## src/rtl/fb_pkg.sv

```systemverilog
`default_nettype none
// ============================================================================
// Module      : fb_pkg
// Description : Camera frame-buffer constants, CPU read FSM state encoding
//               and read-owner tag encoding shared by the read arbiter.
// Revision    : 1.0 - initial release
// ============================================================================
package fb_pkg;

    localparam int c_CAM_SCREEN_X = 160;
    localparam int c_CAM_SCREEN_Y = 120;
    localparam int c_AW           = 15;
    localparam int c_DW           = 8;
    localparam int c_DEPTH        = c_CAM_SCREEN_X * c_CAM_SCREEN_Y;

    localparam logic [2:0] c_ST_IDLE   = 3'd0;
    localparam logic [2:0] c_ST_PEND   = 3'd1;
    localparam logic [2:0] c_ST_FLIGHT = 3'd2;
    localparam logic [2:0] c_ST_ERR    = 3'd3;
    localparam logic [2:0] c_ST_DONE   = 3'd4;

    localparam logic c_OWN_VID = 1'b0;
    localparam logic c_OWN_CPU = 1'b1;

    function automatic logic fb_addr_legal(input logic [31:0] addr, input logic [31:0] depth);
        return addr < depth;
    endfunction

endpackage
`default_nettype wire

```

## src/rtl/fb_rd_tag_pipe.sv

```systemverilog
`default_nettype none
// ============================================================================
// Module      : fb_rd_tag_pipe
// Description : RD_LAT-deep {valid, owner} shift register that follows each
//               granted RAM read until its data appears on the read port.
// Revision    : 1.0 - initial release
// ============================================================================
module fb_rd_tag_pipe #(
    parameter int RD_LAT = 1
) (
    input  logic clk,
    input  logic rst,
    input  logic i_valid,
    input  logic i_owner,
    output logic o_valid,
    output logic o_owner
);

    logic [RD_LAT-1:0] r_valid;
    logic [RD_LAT-1:0] r_owner;

    generate
        if (RD_LAT == 1) begin : g_single
            always_ff @(posedge clk or negedge rst) begin
                if (!rst) begin
                    r_valid <= '0;
                    r_owner <= '0;
                end else begin
                    r_valid <= i_valid;
                    r_owner <= i_owner;
                end
            end
        end else begin : g_multi
            always_ff @(posedge clk or negedge rst) begin
                if (!rst) begin
                    r_valid <= '0;
                    r_owner <= '0;
                end else begin
                    r_valid <= {r_valid[RD_LAT-2:0], i_valid};
                    r_owner <= {r_owner[RD_LAT-2:0], i_owner};
                end
            end
        end
    endgenerate

    assign o_valid = r_valid[RD_LAT-1];
    assign o_owner = r_owner[RD_LAT-1];

endmodule
`default_nettype wire

```

## src/rtl/fb_read_arbiter.sv

```systemverilog
`default_nettype none
// ============================================================================
// Module      : fb_read_arbiter
// Description : Shares the frame-buffer read port between hard real-time
//               video scan-out (always wins) and a four-phase CPU requester.
// Revision    : 1.0 - initial release
// ============================================================================
module fb_read_arbiter
    import fb_pkg::*;
#(
    parameter int AW      = c_AW,
    parameter int DW      = c_DW,
    parameter int DEPTH   = c_DEPTH,
    parameter int RD_LAT  = 1,
    parameter int TIMEOUT = 1024
) (
    input  logic          clk,
    input  logic          rst,
    input  logic          vid_req,
    input  logic [AW-1:0] vid_addr,
    output logic          vid_valid,
    output logic [DW-1:0] vid_data,
    input  logic          cpu_req,
    input  logic [AW-1:0] cpu_addr,
    output logic          cpu_ack,
    output logic [DW-1:0] cpu_data,
    output logic          cpu_err,
    output logic          cpu_timeout,
    output logic [AW-1:0] mem_addr,
    input  logic [DW-1:0] mem_data
);

    localparam int              c_WW       = $clog2(TIMEOUT + 1);
    localparam logic [c_WW-1:0] c_WAIT_MAX = c_WW'(TIMEOUT - 1);
    localparam logic [c_WW-1:0] c_WAIT_PRE = c_WW'(TIMEOUT - 2);
    localparam logic [c_WW-1:0] c_WAIT_ONE = c_WW'(1);

    logic [2:0]      r_state;
    logic [AW-1:0]   r_addr;
    logic [c_WW-1:0] r_wait;
    logic [AW-1:0]   r_last_addr;
    logic            r_vid_valid;
    logic [DW-1:0]   r_vid_data;
    logic            r_cpu_ack;
    logic [DW-1:0]   r_cpu_data;
    logic            r_cpu_err;
    logic            r_cpu_timeout;

    logic            w_vid_grant;
    logic            w_cpu_grant;
    logic            w_grant;
    logic [AW-1:0]   w_grant_addr;
    logic            w_tag_valid;
    logic            w_tag_owner;
    logic            w_tag_vid;
    logic            w_tag_cpu;
    logic            w_addr_ok;

    // Grants are masked while reset is low so mem_addr reads 0 during reset.
    assign w_vid_grant  = rst & vid_req;
    assign w_cpu_grant  = rst & ~vid_req & (r_state == c_ST_PEND);
    assign w_grant      = w_vid_grant | w_cpu_grant;
    assign w_grant_addr = w_vid_grant ? vid_addr : r_addr;
    assign mem_addr     = w_grant ? w_grant_addr : r_last_addr;
    assign w_addr_ok    = fb_addr_legal(32'(cpu_addr), 32'(DEPTH));

    fb_rd_tag_pipe #(
        .RD_LAT (RD_LAT)
    ) u_tag_pipe (
        .clk     (clk),
        .rst     (rst),
        .i_valid (w_grant),
        .i_owner (w_vid_grant ? c_OWN_VID : c_OWN_CPU),
        .o_valid (w_tag_valid),
        .o_owner (w_tag_owner)
    );

    assign w_tag_vid = w_tag_valid & (w_tag_owner == c_OWN_VID);
    assign w_tag_cpu = w_tag_valid & (w_tag_owner == c_OWN_CPU);

    always_ff @(posedge clk or negedge rst) begin
        if (!rst) begin
            r_state       <= c_ST_IDLE;
            r_addr        <= '0;
            r_wait        <= '0;
            r_last_addr   <= '0;
            r_vid_valid   <= 1'b0;
            r_vid_data    <= '0;
            r_cpu_ack     <= 1'b0;
            r_cpu_data    <= '0;
            r_cpu_err     <= 1'b0;
            r_cpu_timeout <= 1'b0;
        end else begin
            r_vid_valid   <= w_tag_vid;
            r_cpu_ack     <= 1'b0;
            r_cpu_err     <= 1'b0;
            r_cpu_timeout <= 1'b0;

            if (w_grant) begin
                r_last_addr <= w_grant_addr;
            end
            if (w_tag_vid) begin
                r_vid_data <= mem_data;
            end

            case (r_state)
                c_ST_IDLE: begin
                    if (cpu_req) begin
                        r_addr  <= cpu_addr;
                        r_wait  <= '0;
                        r_state <= w_addr_ok ? c_ST_PEND : c_ST_ERR;
                    end
                end
                c_ST_PEND: begin
                    if (w_cpu_grant) begin
                        r_wait  <= '0;
                        r_state <= c_ST_FLIGHT;
                    end else begin
                        // Saturating counter: the pulse fires exactly once per wait.
                        if (r_wait != c_WAIT_MAX) begin
                            r_wait <= r_wait + c_WAIT_ONE;
                        end
                        if (r_wait == c_WAIT_PRE) begin
                            r_cpu_timeout <= 1'b1;
                        end
                    end
                end
                c_ST_FLIGHT: begin
                    if (w_tag_cpu) begin
                        r_cpu_ack  <= 1'b1;
                        r_cpu_data <= mem_data;
                        r_state    <= c_ST_DONE;
                    end
                end
                c_ST_ERR: begin
                    r_cpu_ack  <= 1'b1;
                    r_cpu_err  <= 1'b1;
                    r_cpu_data <= '0;
                    r_state    <= c_ST_DONE;
                end
                c_ST_DONE: begin
                    if (!cpu_req) begin
                        r_state <= c_ST_IDLE;
                    end
                end
                default: begin
                    r_state <= c_ST_IDLE;
                end
            endcase
        end
    end

    assign vid_valid   = r_vid_valid;
    assign vid_data    = r_vid_data;
    assign cpu_ack     = r_cpu_ack;
    assign cpu_data    = r_cpu_data;
    assign cpu_err     = r_cpu_err;
    assign cpu_timeout = r_cpu_timeout;

endmodule
`default_nettype wire

```

## config.mk

```make
export PLATFORM = sky130hd
export DESIGN_NAME = fb_read_arbiter
export DESIGN_NICKNAME = d
export VERILOG_FILES = /design/src/rtl/fb_pkg.sv /design/src/rtl/fb_rd_tag_pipe.sv /design/src/rtl/fb_read_arbiter.sv
export SDC_FILE = /design/constraint.sdc
export NUM_CORES = 1
export LEC_CHECK = 0
export CORE_ASPECT_RATIO = 2
export CORE_MARGIN = 5
export CORE_UTILIZATION = 35
export DETAILED_ROUTE_END_ITERATION = 6
export GPL_TIMING_DRIVEN = 1
export HOLD_SLACK_MARGIN = 0.05
export PLACE_DENSITY = 0.71
export SETUP_SLACK_MARGIN = 0.3
export SLEW_MARGIN = 10
export SYNTH_ARGS = -nofsm -noshare
export SYNTH_HDL_FRONTEND = slang
export SYNTH_SLANG_ARGS = --single-unit
```

## constraint.sdc

```tcl
create_clock -name clk -period 1.6 [get_ports clk]
set_clock_uncertainty 0.1 [all_clocks]
set_input_delay 0.32 -clock clk [delete_from_list [all_inputs] [get_ports clk]]
set_output_delay 0.32 -clock clk [all_outputs]
set_load 0.02 [all_outputs]
```

## Word-level counts from Yosys, hierarchy flattened

Cells that the tools add are included.

| storage, ports and cells | value |
|---|---|
| output and inout port bits | 35 |
| memories | 0 |
| bits in registers | 66 |
| ROM bits | 0 |
| bits of input ports | 42 |
| bits in writable memories | 0 |
| bits in latches | 0 |

| cells by class | value |
|---|---|
| muxes and demuxes | 21 |
| add/sub/neg operators | 1 |
| reductions and logical operators | 7 |
| bitwise operators | 8 |
| div/mod/pow operators | 0 |
| $mul | 0 |
| shifts and indexed selects | 0 |
| magnitude comparators | 1 |
| eq/ne operators | 11 |

Operators with widths:

| cell | number |
|---|---|
| 11-bit 2-to-1 mux | 3 |
| 15-bit 2-to-1 mux | 2 |
| 11-bit case mux with 2 select lines | 1 |
| 8-bit case mux with 2 select lines | 1 |
| 15-bit < comparator, second input constant | 1 |
| 3-bit case mux with 5 select lines | 1 |
| 3-bit 2-to-1 mux | 4 |
| 11-bit by 1-bit adder with 11-bit output, second input constant | 1 |
| 11-bit by 10-bit equality test with 1-bit output, second input constant | 1 |
| 11-bit by 10-bit != test with 1-bit output, second input constant | 1 |
| 8-bit 2-to-1 mux | 1 |
| 2-bit != test, second input constant | 4 |
| 3-bit by 2-bit equality test with 1-bit output, second input constant | 2 |
| 1-bit 2-to-1 mux | 6 |
| 1-bit AND | 5 |
| 2-bit AND reduction | 2 |
| 4-bit AND reduction | 1 |
| 2-bit nonzero test | 2 |
| 3-bit by 1-bit equality test with 1-bit output, second input constant | 1 |
| 3-bit equality test, second input constant | 1 |
| 3-bit logical NOT | 1 |
| 3-bit by 2-bit != test with 1-bit output, second input constant | 1 |
| 3-bit AND reduction | 1 |
| 2-bit 2-to-1 mux | 1 |
| other kinds (3) | 4 |

## Depth between registers and ports, before layout

Gate-level depths: netlist of the first run.

| depth | value |
|---|---|
| depth in word-level cells | 5 |
| mapped depth | 5 |
| depth with buffers taken out | 5 |

## Cells and area by module

From an unflattened synthesis of the first run, not the netlist that was laid out.

| second synthesis, totals | value |
|---|---|
| cell total of the unflattened synthesis | 251 |
| area, all modules | 2936.6 um2 |

By module, submodules not included:

| module | times used | sequential area each (um2) | cells each | area an instance (um2) |
|---|---|---|---|---|
| fb_read_arbiter | 1 | 1601.5 | 249 | 2886.5 |
| fb_rd_tag_pipe | 1 | 50.0 | 2 | 50.0 |

## Worst setup path after synthesis of the first run

OpenSTA, ideal clock, no wires.

| timing | value |
|---|---|
| kind | reg2out |
| start | reg r_state[0] |
| end | out mem_addr[10] |
| path slack | -0.354 ns |
| path buffers | 1 |
| data required time | 1.180 ns |
| arrival time | 1.534 ns |
| stages on the path, launching flop included | 5 |
| cell sequence | dfrtp_1 -> nor3b_2 -> o21ai_0 -> clkbuf_1 -> o21ai_0 |

| between the ends | value |
|---|---|
| longest elaborated chain between the ends | 4 |

RTL lines:

| item | RTL line | source |
|---|---|---|
| start: declaration | fb_read_arbiter.sv:38 | `logic [2:0] r_state;` |
| start signal: assignment | fb_read_arbiter.sv:83 | `r_state <= c_ST_IDLE;` |
| start signal: assignment | fb_read_arbiter.sv:111 | `r_state <= w_addr_ok ? c_ST_PEND : c_ST_ERR;` |
| start signal: assignment | fb_read_arbiter.sv:117 | `r_state <= c_ST_FLIGHT;` |
| 3-bit by 1-bit equality test with 1-bit output | fb_read_arbiter.sv:61 | `assign w_cpu_grant = rst & ~vid_req & (r_state == c_ST_PEND);` |
| 1-bit AND | fb_read_arbiter.sv:61 |  |
| 1-bit OR | fb_read_arbiter.sv:62 | `assign w_grant = w_vid_grant \| w_cpu_grant;` |
| 15-bit 2-to-1 mux | n/a |  |
| end: declaration | fb_read_arbiter.sv:29 | `output logic [AW-1:0] mem_addr,` |

No other way between the ends.

## Final worst setup path of the first run

| timing | value |
|---|---|
| start | reg r_state[1] |
| end | out mem_addr[14] |

Same word-level chain as after synthesis.

==> run metrics, run 1 <==
clk slew on worst S/H paths 60 ps; Antenna diodes 0; Seq/Total Area, Yosys ~58%; worst flop-to-flop path endpoint r_addr[5]$_DFFE_PN0P_; Req. time, crit path 1180 ps; final hold violations 0; RSZ-0062 raised after global routing true; Max Cap Viol 0; Slew HR 47.28%; Cells after DPL 444; pwr dens 1793 nW/um^2; Syn. warnings 0; Crit Reg-Reg Startpoint r_state[0]$_DFFE_PN0P_; crit-path cells nor3b_4, o21ai_4, buf_12, buf_6, o21ai_4, buf_6; # rows 46; Post-synth EDFFs 0; Net Count, Synth 292; final setup margin -560.6 ps; Tightest Pin Transition 790.8 ps; antenna-violating nets left 0; Worst R2R Setup Slack -220 ps; # setup viols final 53; Min-Delay Path Class input port to asynchronous set/reset pin; IO Count 77; Post-DP Area 4168 um^2; Finished Core Util between 60% and 70%; DRC Markers 0; Finished Layout Cells 508; worst reg2reg path depth 8; final WL 9066 um; Routed WL per cell 17.85 um; crit path DAT 1740 ps; # port buffers 76; outcome complete, but fails checks; largest net degree at the start of global routing 62; Clock Tree Root clkbuf_16; failing checks setup timing; worst skew pair latency roughly 330 ps; Yosys reg bits 66; max incr delay on CP 420 ps; Post-synth top flop dfrtp_1; Worst Setup EP mem_addr[14]; clock tree buffer depth 2; Avg Inst Size Synth 11.53 um^2; post-synthesis cell area 2859 um^2; worst IR drop on VDD 1156 uV; initial antenna violation count 0; grt total ovfl 0; Cells after Synth 248; H-tree depth 3; ys async rst share 100.0%; via count 2637; Crit-path slowest cell dfrtp_2; fillers 549; WS Path Type flop to output port; fraction of layout cells with a size suffix above 1 ~57%; CTS tree built; post-route cell area 5441 um^2; Setup crit start r_state[1]$_DFFE_PN0P_; starting density of the core 36.00%; die area 10190 um^2; fin crit share 135.0%; Pleak 0.002535 uW; CP max FO 7; Max Fclk ~460 MHz; library cells used by synthesis 39; post-DR vias/cell 5.191; wire length of the first global-routing pass 13100 um; CTS sink cnt 66; vias in the first global route 2734; nets@finish 451; Setup crit start kind flop; Final Max Slew Viols 0; Global Route Usage Sum 17.10%; drt pass-1 iters 4; Final min period 2161 ps; Chip Width 73.91 um; global placer's final weighted congestion 0.8977; Layout Area Growth over Synthesis 90.33%; Num CTS Buffers 9; Core Box Area 7943 um^2; die extent in y 137.8 um; Worst setup EP type output port; Initial DRC Count 96; detailed placement HPWL 5631 um
[cell families after synthesis]
| family | share of synthesized area [%] |
|---|---|
| compound gates | 11.20 |
| flops | 57.77 |
| fa+ha+maj | 0.8751 |
| simple gates | 13.09 |
| buf+inv | 2.363 |
| mux | 14.70 |
[power by group]
| part | internal (uW) | switching [uW] |
|---|---|---|
| logic | 2780 | 2240 |
| registers | 2320 | 435 |
| clock network | 1250 | 739 |
| total | 6340 | 3410 |
[how the worst min path moves through the flow]
stage | start | to | slack (ps)
2_1_floorplan | rst | cpu_ack$_DFF_PN0_ | -80
3_3_place_gp | rst | r_state[0]$_DFFE_PN0P_ | 220
3_5_place_dp | rst | r_state[0]$_DFFE_PN0P_ | 220
4_1_cts | rst | r_addr[0]$_DFFE_PN0P_ | 190
5_1_grt | rst | r_wait[10]$_DFFE_PN0P_ | 240
6_report | rst | r_last_addr[3]$_DFF_PN0_ | 170
[registers in the layout (all words and copies together), names as in the netlist]
register            flops
u_tag_pipe.o_valid      1
u_tag_pipe.o_owner      1
cpu_err                 1
cpu_ack                 1
vid_valid               1
cpu_data                8
r_last_addr            15
vid_data                8
r_state                 3
r_addr                 15
cpu_timeout             1
r_wait                 11
[synthesized netlist by cell type (2+ instances only)]
master | n | area, um^2
a211o_1 | 4 | 35.03
a21boi_0 | 3 | 22.52
a21oi_1 | 3 | 15.01
a2bb2oi_1 | 3 | 26.28
a31oi_1 | 2 | 12.51
and3_1 | 4 | 25.02
and4_1 | 2 | 17.52
buf_2 | 3 | 15.01
clkbuf_1 | 5 | 18.77
dfrtp_1 | 66 | 1652
ha_1 | 2 | 25.02
inv_1 | 7 | 26.28
mux2_2 | 24 | 270.3
mux2i_1 | 15 | 150.1
nand2_1 | 43 | 161.4
nand2b_1 | 4 | 25.02
nand3_1 | 3 | 15.01
nand4_1 | 2 | 12.51
nor2_1 | 2 | 7.510
nor3_1 | 6 | 30.03
nor4_1 | 3 | 18.77
o21ai_0 | 24 | 120.1
o22ai_1 | 2 | 12.51
[what timing repair did]
| action | CTS | global route |
|---|---|---|
| resized for setup | 241 | 89 |
| endpoints found under the setup margin | 90 | 81 |
| hold endpoints to repair | 5 | 0 |
| pin swaps | 23 | 23 |
| hold buffers | 1 | 0 |
| gates cloned | 2 | 2 |
| buffers inserted | 23 | 20 |
[layout make-up]
type                    instances  area [um^2]  area share (%)
multi-input cells             166         1740           31.98
flip-flops and latches         66         1655           30.42
repair buffers                157         1592           29.25
clock buffers                  10        239.0           4.392
well taps                      96        120.1           2.207
clock inverters                 6        66.31           1.219
inverters                       7        28.78          0.5289
[layout by cell type (no fill, tap or decap), drive strengths merged, types with 4 or more instances in the layout]
cell,count
buf,115
dfrtp,66
nand2,43
clkdlybuf4s50,39
mux2,24
o21ai,24
mux2i,15
clkbuf,11
inv,7
nor3,7
a211o,4
nor4,4
nand2b,4
and3,4
[per-layer routing]
layer	up-vias	global-route usage [%]	wire (um)
met5	-	0	0
met4	0	8.871	369
met1	1331	17.38	3040
met2	73	31.62	5297
met3	26	3.433	358
li1	1207	-	-
[metrics by stage]
| step | power [uW] | setup slack (ps) | hold WS (ps) | TNS (ps) |
|---|---|---|---|---|
| after floorplan | 4592 | -30.87 | -75.59 | -355.7 |
| after global placement | 5955 | -910.0 | 215.1 | -22270 |
| after detailed placement | 6064 | -941.2 | 215.7 | -23370 |
| after CTS | 8899 | -613.0 | 191.1 | -10460 |
| after global routing | 10220 | -643.2 | 238.0 | -17590 |
| final | 9757 | -560.6 | 173.8 | -13620 |
[worst max-delay path: cells and delay by family, from the launching register on]
kind	cells	cell delay [ps]
buffers and inverters	3	430
flip-flops	1	420
AND/OR/NAND/NOR	1	270
AO/OA/AOI/OAI	2	290
No activity file was read; power rests on OpenSTA's default activity.
==> run 2: changes to the inputs <==
--- a/config.mk
+++ b/config.mk
@@ -9,7 +9,7 @@
 export CORE_MARGIN = 5
 export CORE_UTILIZATION = 35
 export DETAILED_ROUTE_END_ITERATION = 6
-export GPL_TIMING_DRIVEN = 1
+export GPL_TIMING_DRIVEN = 0
 export HOLD_SLACK_MARGIN = 0.05
 export PLACE_DENSITY = 0.71
 export SETUP_SLACK_MARGIN = 0.3
==> run metrics, run 2 (same netlist as run 1, synthesis figures left out) <==
Slew HR 69.42% (was 47.28%); CTS tree built (unchanged); worst flop-to-flop path endpoint r_wait[4]$_DFFE_PN0P_ (was r_addr[5]$_DFFE_PN0P_); Min-Delay Path Class input port to asynchronous set/reset pin (unchanged); IO Count 77 (unchanged); largest net degree at the start of global routing 61 (was 62); final hold violations 36 (was 0); cell internal pwr 6205 uW (was 6345 uW); post-route cell area 5161 um^2 (was 5441 um^2); worst IR drop on VDD 1157 uV (was 1156 uV); Num CTS Buffers 9 (unchanged); wire length of the first global-routing pass 12600 um (was 13100 um); Global Route Usage Sum 16.50% (was 17.10%); Req. time, crit path 1180 ps (about the same); starting density of the core 36.00% (unchanged); Clock Tree Root clkbuf_16 (unchanged); worst skew pair latency 340 ps (was 330 ps); outcome complete, but fails checks (unchanged); CTS sink cnt 66 (unchanged); Switch Pwr 3411 uW (was 3412 uW); clk slew on worst S/H paths 60 ps (about the same); clock tree buffer depth 2 (unchanged); detailed placement HPWL 5207 um (was 5631 um); Crit Reg-Reg Startpoint r_state[1]$_DFFE_PN0P_ (was r_state[0]$_DFFE_PN0P_); die area 10190 um^2 (unchanged); final setup margin -561.1 ps (was -560.6 ps); global placer's final weighted congestion 0.8312 (was 0.8977); most frequent cells in the layout dfrtp_1, buf_6, clkdlybuf4s50_1 (was dfrtp_1, buf_6, buf_4); part of the power in registers 29.1% (was 28.2%); WS Path Type flop to output port (unchanged); Top Registers r_addr: 15 flops, r_last_addr: 15 flops, r_wait: 11 flops (unchanged); CP max FO 7 (unchanged); post-DR vias/cell 5.303 (was 5.191); pwr dens 1863 nW/um^2 (was 1793 nW/um^2); Final Max Slew Viols 0 (unchanged); vias in the first global route 2553 (was 2734); fin crit share 135.1% (was 135.0%); fraction of layout cells with a size suffix above 1 54.21% (was 56.55%); failing checks hold timing, setup timing (was setup timing); leading cell type in the layout, fill and taps excluded dfrtp_1 (unchanged); Pleak 0.002326 uW (was 0.002535 uW); Final min period 2161 ps (about the same); Routed WL per cell 19.52 um (was 17.85 um); total power 9616 uW (was 9757 uW); worst hold margin -264.9 ps (was 173.8 ps); via count 2524 (was 2637); # rows 46 (unchanged); RSZ-0062 raised after global routing true (unchanged); # setup viols final 45 (was 53); Antenna diodes 0 (unchanged); nets@finish 419 (was 451); Worst setup EP type output port (unchanged); Post-DP Area 3984 um^2 (was 4168 um^2); Layout Area Growth over Synthesis 80.53% (was 90.33%); Max Cap Viol 0 (unchanged); DRC Markers 0 (unchanged); initial antenna violation count 0 (unchanged); sw frac 35.47% (was 34.97%); setup slack at placement -1112 ps (was -941.2 ps); Tightest Pin Transition 456.6 ps (was 790.8 ps); Max Fclk 462.7 MHz (was 462.8 MHz); final WL 9291 um (was 9066 um); Gate power share 49.4% (was 51.4%); Initial DRC Count 127 (was 96); H-tree depth 3 (unchanged); Clock Power Share 21.5% (was 20.4%); drt pass-1 iters 4 (unchanged); Core Box Area 7943 um^2 (unchanged); # port buffers 76 (unchanged); Setup crit start kind flop (unchanged); Worst R2R Setup Slack -220 ps (about the same); Chip Width 73.91 um (unchanged); die extent in y 137.8 um (unchanged); worst reg2reg path depth 7 (was 8); grt total ovfl 0 (unchanged); crit path DAT 1740 ps (about the same); antenna-violating nets left 0 (unchanged)
==> run 2: metal layers <==
metal  track usage [%]  wire (um)
met4             8.367        187
met2             29.94       5615
met5                 0          0
met3             3.871        402
met1             17.02       3085
==> run 2: critical path, stage by stage (launching register included) <==
cell and delay (ps):
dfrtp_2 400, nor3b_4 160, o21ai_4 360, buf_8 190, nand2_2 80, o21ai_4 70
buf_6 140
==> run 2: power by group through the flow <==
stage | Clock (uW) | Combinational, uW | Sequential, uW
5_1_grt | 2170 | 5030 | 2860
3_5_place_dp | 0 | 3180 | 2700
6_report | 2070 | 4750 | 2800
3_3_place_gp | 0 | 3110 | 2660
2_1_floorplan | 0 | 1730 | 2860
4_1_cts | 2070 | 3740 | 2690
==> run 2: final cells by class <==
type | count | area (um^2)
inverter | 7 | 33.78
sequential | 66 | 1660
fill | 583 | 2781
tap | 96 | 120.1
timing repair buffer | 116 | 1207
buffer | 9 | 120.1
clock inverter | 3 | 46.29
clock buffer | 13 | 270.3
multi-input combinational | 166 | 1703
==> run 2: how the worst max path moves through the flow <==
stage                      startpoint      endpoint  slack [ps]
2_1_floorplan  r_state[0]$_DFFE_PN0P_   mem_addr[9]         -30
3_3_place_gp                      rst   mem_addr[8]       -3820
3_5_place_dp                      rst  mem_addr[11]       -1110
4_1_cts        r_state[0]$_DFFE_PN0P_  mem_addr[14]        -550
5_1_grt        r_state[0]$_DFFE_PN0P_   mem_addr[9]        -620
6_report       r_state[0]$_DFFE_PN0P_   mem_addr[9]        -560
==> run 2: what timing repair did <==
item / 4_1_cts / 5_1_grt
cloned: 4 / 3
endpoints found under the setup margin: 98 / 89
buffers inserted: 14 / 18
pin swaps: 10 / 23
resized for setup: 236 / 102
hold endpoints to repair: 66 / 36
==> run 2: through the flow <==
stage / hold slack, ps / TNS (ps) / util, % / std cells
4_1_cts: -285.6 / -10570 / 58.41 / 455
3_3_place_gp: 355.6 / -291880 / 49.84 / 420
5_1_grt: -267.4 / -15720 / 64.98 / 476
3_5_place_dp: 68.62 / -30740 / 50.16 / 421
2_1_floorplan: -75.59 / -355.7 / - / 248
6_report: -264.9 / -12610 / 64.98 / 476
==> run 3: changes to the inputs <==
--- a/config.mk
+++ b/config.mk
@@ -17,3 +17,4 @@
 export SYNTH_ARGS = -nofsm -noshare
 export SYNTH_HDL_FRONTEND = slang
 export SYNTH_SLANG_ARGS = --single-unit
+export TNS_END_PERCENT = 30
==> run metrics, run 3 (same netlist as run 1, synthesis figures left out) <==
outcome complete, but fails checks (unchanged); failing checks hold timing, setup timing (unchanged); Post-DP Area 3936 um^2 (was 3984 um^2); leading cell type in the layout, fill and taps excluded dfrtp_1 (unchanged); Num CTS Buffers 9 (unchanged); Max Cap Viol 0 (unchanged); post-DR vias/cell 5.180 (was 5.303); WS Path Type flop to output port (unchanged); Layout Area Growth over Synthesis 68.97% (was 80.53%); crit path DAT 1690 ps (was 1740 ps); critical path buffer and inverter count 2 (unchanged); # port buffers 76 (unchanged); wire length of the first global-routing pass 13300 um (was 12600 um); Setup crit start kind flop (unchanged); Core Box Area 7943 um^2 (unchanged); Initial DRC Count 144 (was 127); final hold violations 30 (was 36); CP most frequent cell o21ai_4 (unchanged); RSZ-0062 raised after global routing true (unchanged); starting density of the core 36.00% (unchanged); final setup margin -506.3 ps (was -561.1 ps); Worst setup EP type output port (unchanged); IO Count 77 (unchanged); Max Fclk 474.8 MHz (was 462.7 MHz); area occupied by multi-input gates 1574 um^2 (was 1703 um^2); Crit-path slowest cell dfrtp_2 (unchanged); die area 10190 um^2 (unchanged); fillers 653 (was 583); fin crit share 131.6% (was 135.1%); pwr dens 1806 nW/um^2 (was 1863 nW/um^2); vias in the first global route 2567 (was 2553); CTS sink cnt 66 (unchanged); post-route cell area 4831 um^2 (was 5161 um^2); Routed WL per cell 18.33 um (was 19.52 um); nets@finish 412 (was 419); Clock Tree Root clkbuf_16 (unchanged); Slew HR 65.01% (was 69.42%); die extent in y 137.8 um (unchanged); initial antenna violation count 0 (unchanged); H-tree depth 3 (unchanged); clock tree buffer depth 2 (unchanged); CTS tree built (unchanged); Global Route Usage Sum 17.69% (was 16.50%); crit-path cells nor3b_4, o21ai_4, clkbuf_8, nand2_2, o21ai_4, buf_6 (was nor3b_4, o21ai_4, buf_8, nand2_2, o21ai_4, buf_6); Req. time, crit path 1180 ps (about the same); Pleak 0.002218 uW (was 0.002326 uW); worst IR drop on VDD 683.7 uV (was 1157 uV); Tightest Pin Transition 522.6 ps (was 456.6 ps); Final min period 2106 ps (was 2161 ps); detailed placement HPWL 5484 um (was 5207 um); Final Max Slew Viols 0 (unchanged); fraction of layout cells with a size suffix above 1 48.38% (was 54.21%); antenna-violating nets left 0 (unchanged); largest net degree at the start of global routing 37 (was 61); clk slew on worst S/H paths 50 ps (was 60 ps); final WL 8542 um (was 9291 um); # rows 46 (unchanged); Reg area 1657 um^2 (was 1660 um^2); grt total ovfl 0 (unchanged); CP max FO 7 (unchanged); Min-Delay Path Class input port to asynchronous set/reset pin (unchanged); most frequent cells in the layout dfrtp_1, buf_6, clkdlybuf4s50_1 (unchanged); # setup viols final 42 (was 45); global placer's final weighted congestion 0.8097 (was 0.8312); max incr delay on CP 400 ps (about the same); Top Registers r_addr: 15 flops, r_last_addr: 15 flops, r_wait: 11 flops (unchanged); worst skew pair latency 330 ps (was 340 ps); Antenna diodes 0 (unchanged); via count 2414 (was 2524); Chip Width 73.91 um (unchanged); Top delay family on crit path flip-flops (was compound AO/OA/AOI/OAI gates); worst hold margin -227.3 ps (was -264.9 ps); total power 8724 uW (was 9616 uW); drt pass-1 iters 4 (unchanged); DRC Markers 0 (unchanged)
run 3: cell count changes in the layout (fill, tap and decap cells not counted), moves of 4 or more:
cell and delta:
buf_8 -5, nand2_4 -6, o21ai_4 -4, buf_4 +7
nand2_2 +4, buf_2 -4, buf_6 -7
run 3: metal layers:
layer  global-route usage (%)  vias up  wire, um
li1                         -     1123         -
met4                    11.29        0       331
met2                    30.98       58      4885
met5                        0        -         0
met1                    18.59     1209      3010
met3                    3.579       24       315
run 3: report_power, final:
part	switching, uW	leakage, uW	internal, uW	total [uW]
Clock	672	0.000128	1110	1780
Combinational	2010	0.00127	2210	4220
Sequential	402	0.000825	2320	2720
run 3: worst reg2reg max path, cell delays in order (launching register included):
cell	delay [ps]
dfrtp_2	430
buf_4	140
buf_6	120
inv_4	50
o211ai_1	210
a41oi_4	320
mux2_4	330
run 3: final cells by class:
cell class | instances | area share [%]
repair buffers | 109 | 22.33
multi-input cells | 166 | 32.58
inverters | 7 | 0.5957
clock buffers | 13 | 5.387
well taps | 96 | 2.486
plain buffers | 9 | 2.331
flip-flops and latches | 66 | 34.29
run 3: path summary, 6_finish.rpt:
| kind | start | end | slack [ps] | depth (start not counted) |
|---|---|---|---|---|
| worst max-delay path | r_state[0]$_DFFE_PN0P_ | mem_addr[1] | -510 | 6 |
| worst min-delay path | rst | r_wait[0]$_DFFE_PN0P_ | -230 | 1 |
| worst max register to register | r_state[1]$_DFFE_PN0P_ | r_wait[1]$_DFFE_PN0P_ | -200 | 6 |
| worst min register to register | r_last_addr[12]$_DFF_PN0_ | r_last_addr[12]$_DFF_PN0_ | 380 | 2 |
| max in group asynchronous | rst | r_state[0]$_DFFE_PN0P_ | 1100 | 2 |
| min in group clk | r_last_addr[12]$_DFF_PN0_ | r_last_addr[12]$_DFF_PN0_ | 380 | 2 |
run 3: through the flow:
| stage | setup TNS, ps | hold WS [ps] | utilization, % | worst slack [ps] | std cells |
|---|---|---|---|---|---|
| 2_1_floorplan | -702.1 | -75.59 | - | -35.05 | 248 |
| 3_3_place_gp | -304630 | 349.0 | 49.34 | -4207 | 420 |
| 3_5_place_dp | -35580 | 200.3 | 49.56 | -1253 | 421 |
| 4_1_cts | -10170 | -144.0 | 58.16 | -531.5 | 462 |
| 5_1_grt | -12420 | -200.2 | 60.82 | -560.1 | 466 |
| 6_report | -10210 | -227.3 | 60.82 | -506.3 | 466 |
run 3: repair_timing:
item | in CTS | in global routing
endpoints found under the hold margin | 30 | 30
pin swaps | 20 | 11
gates cloned | 5 | 0
setup endpoints to repair | 100 | 92
buffers inserted | 23 | 4
resized for setup | 262 | 52
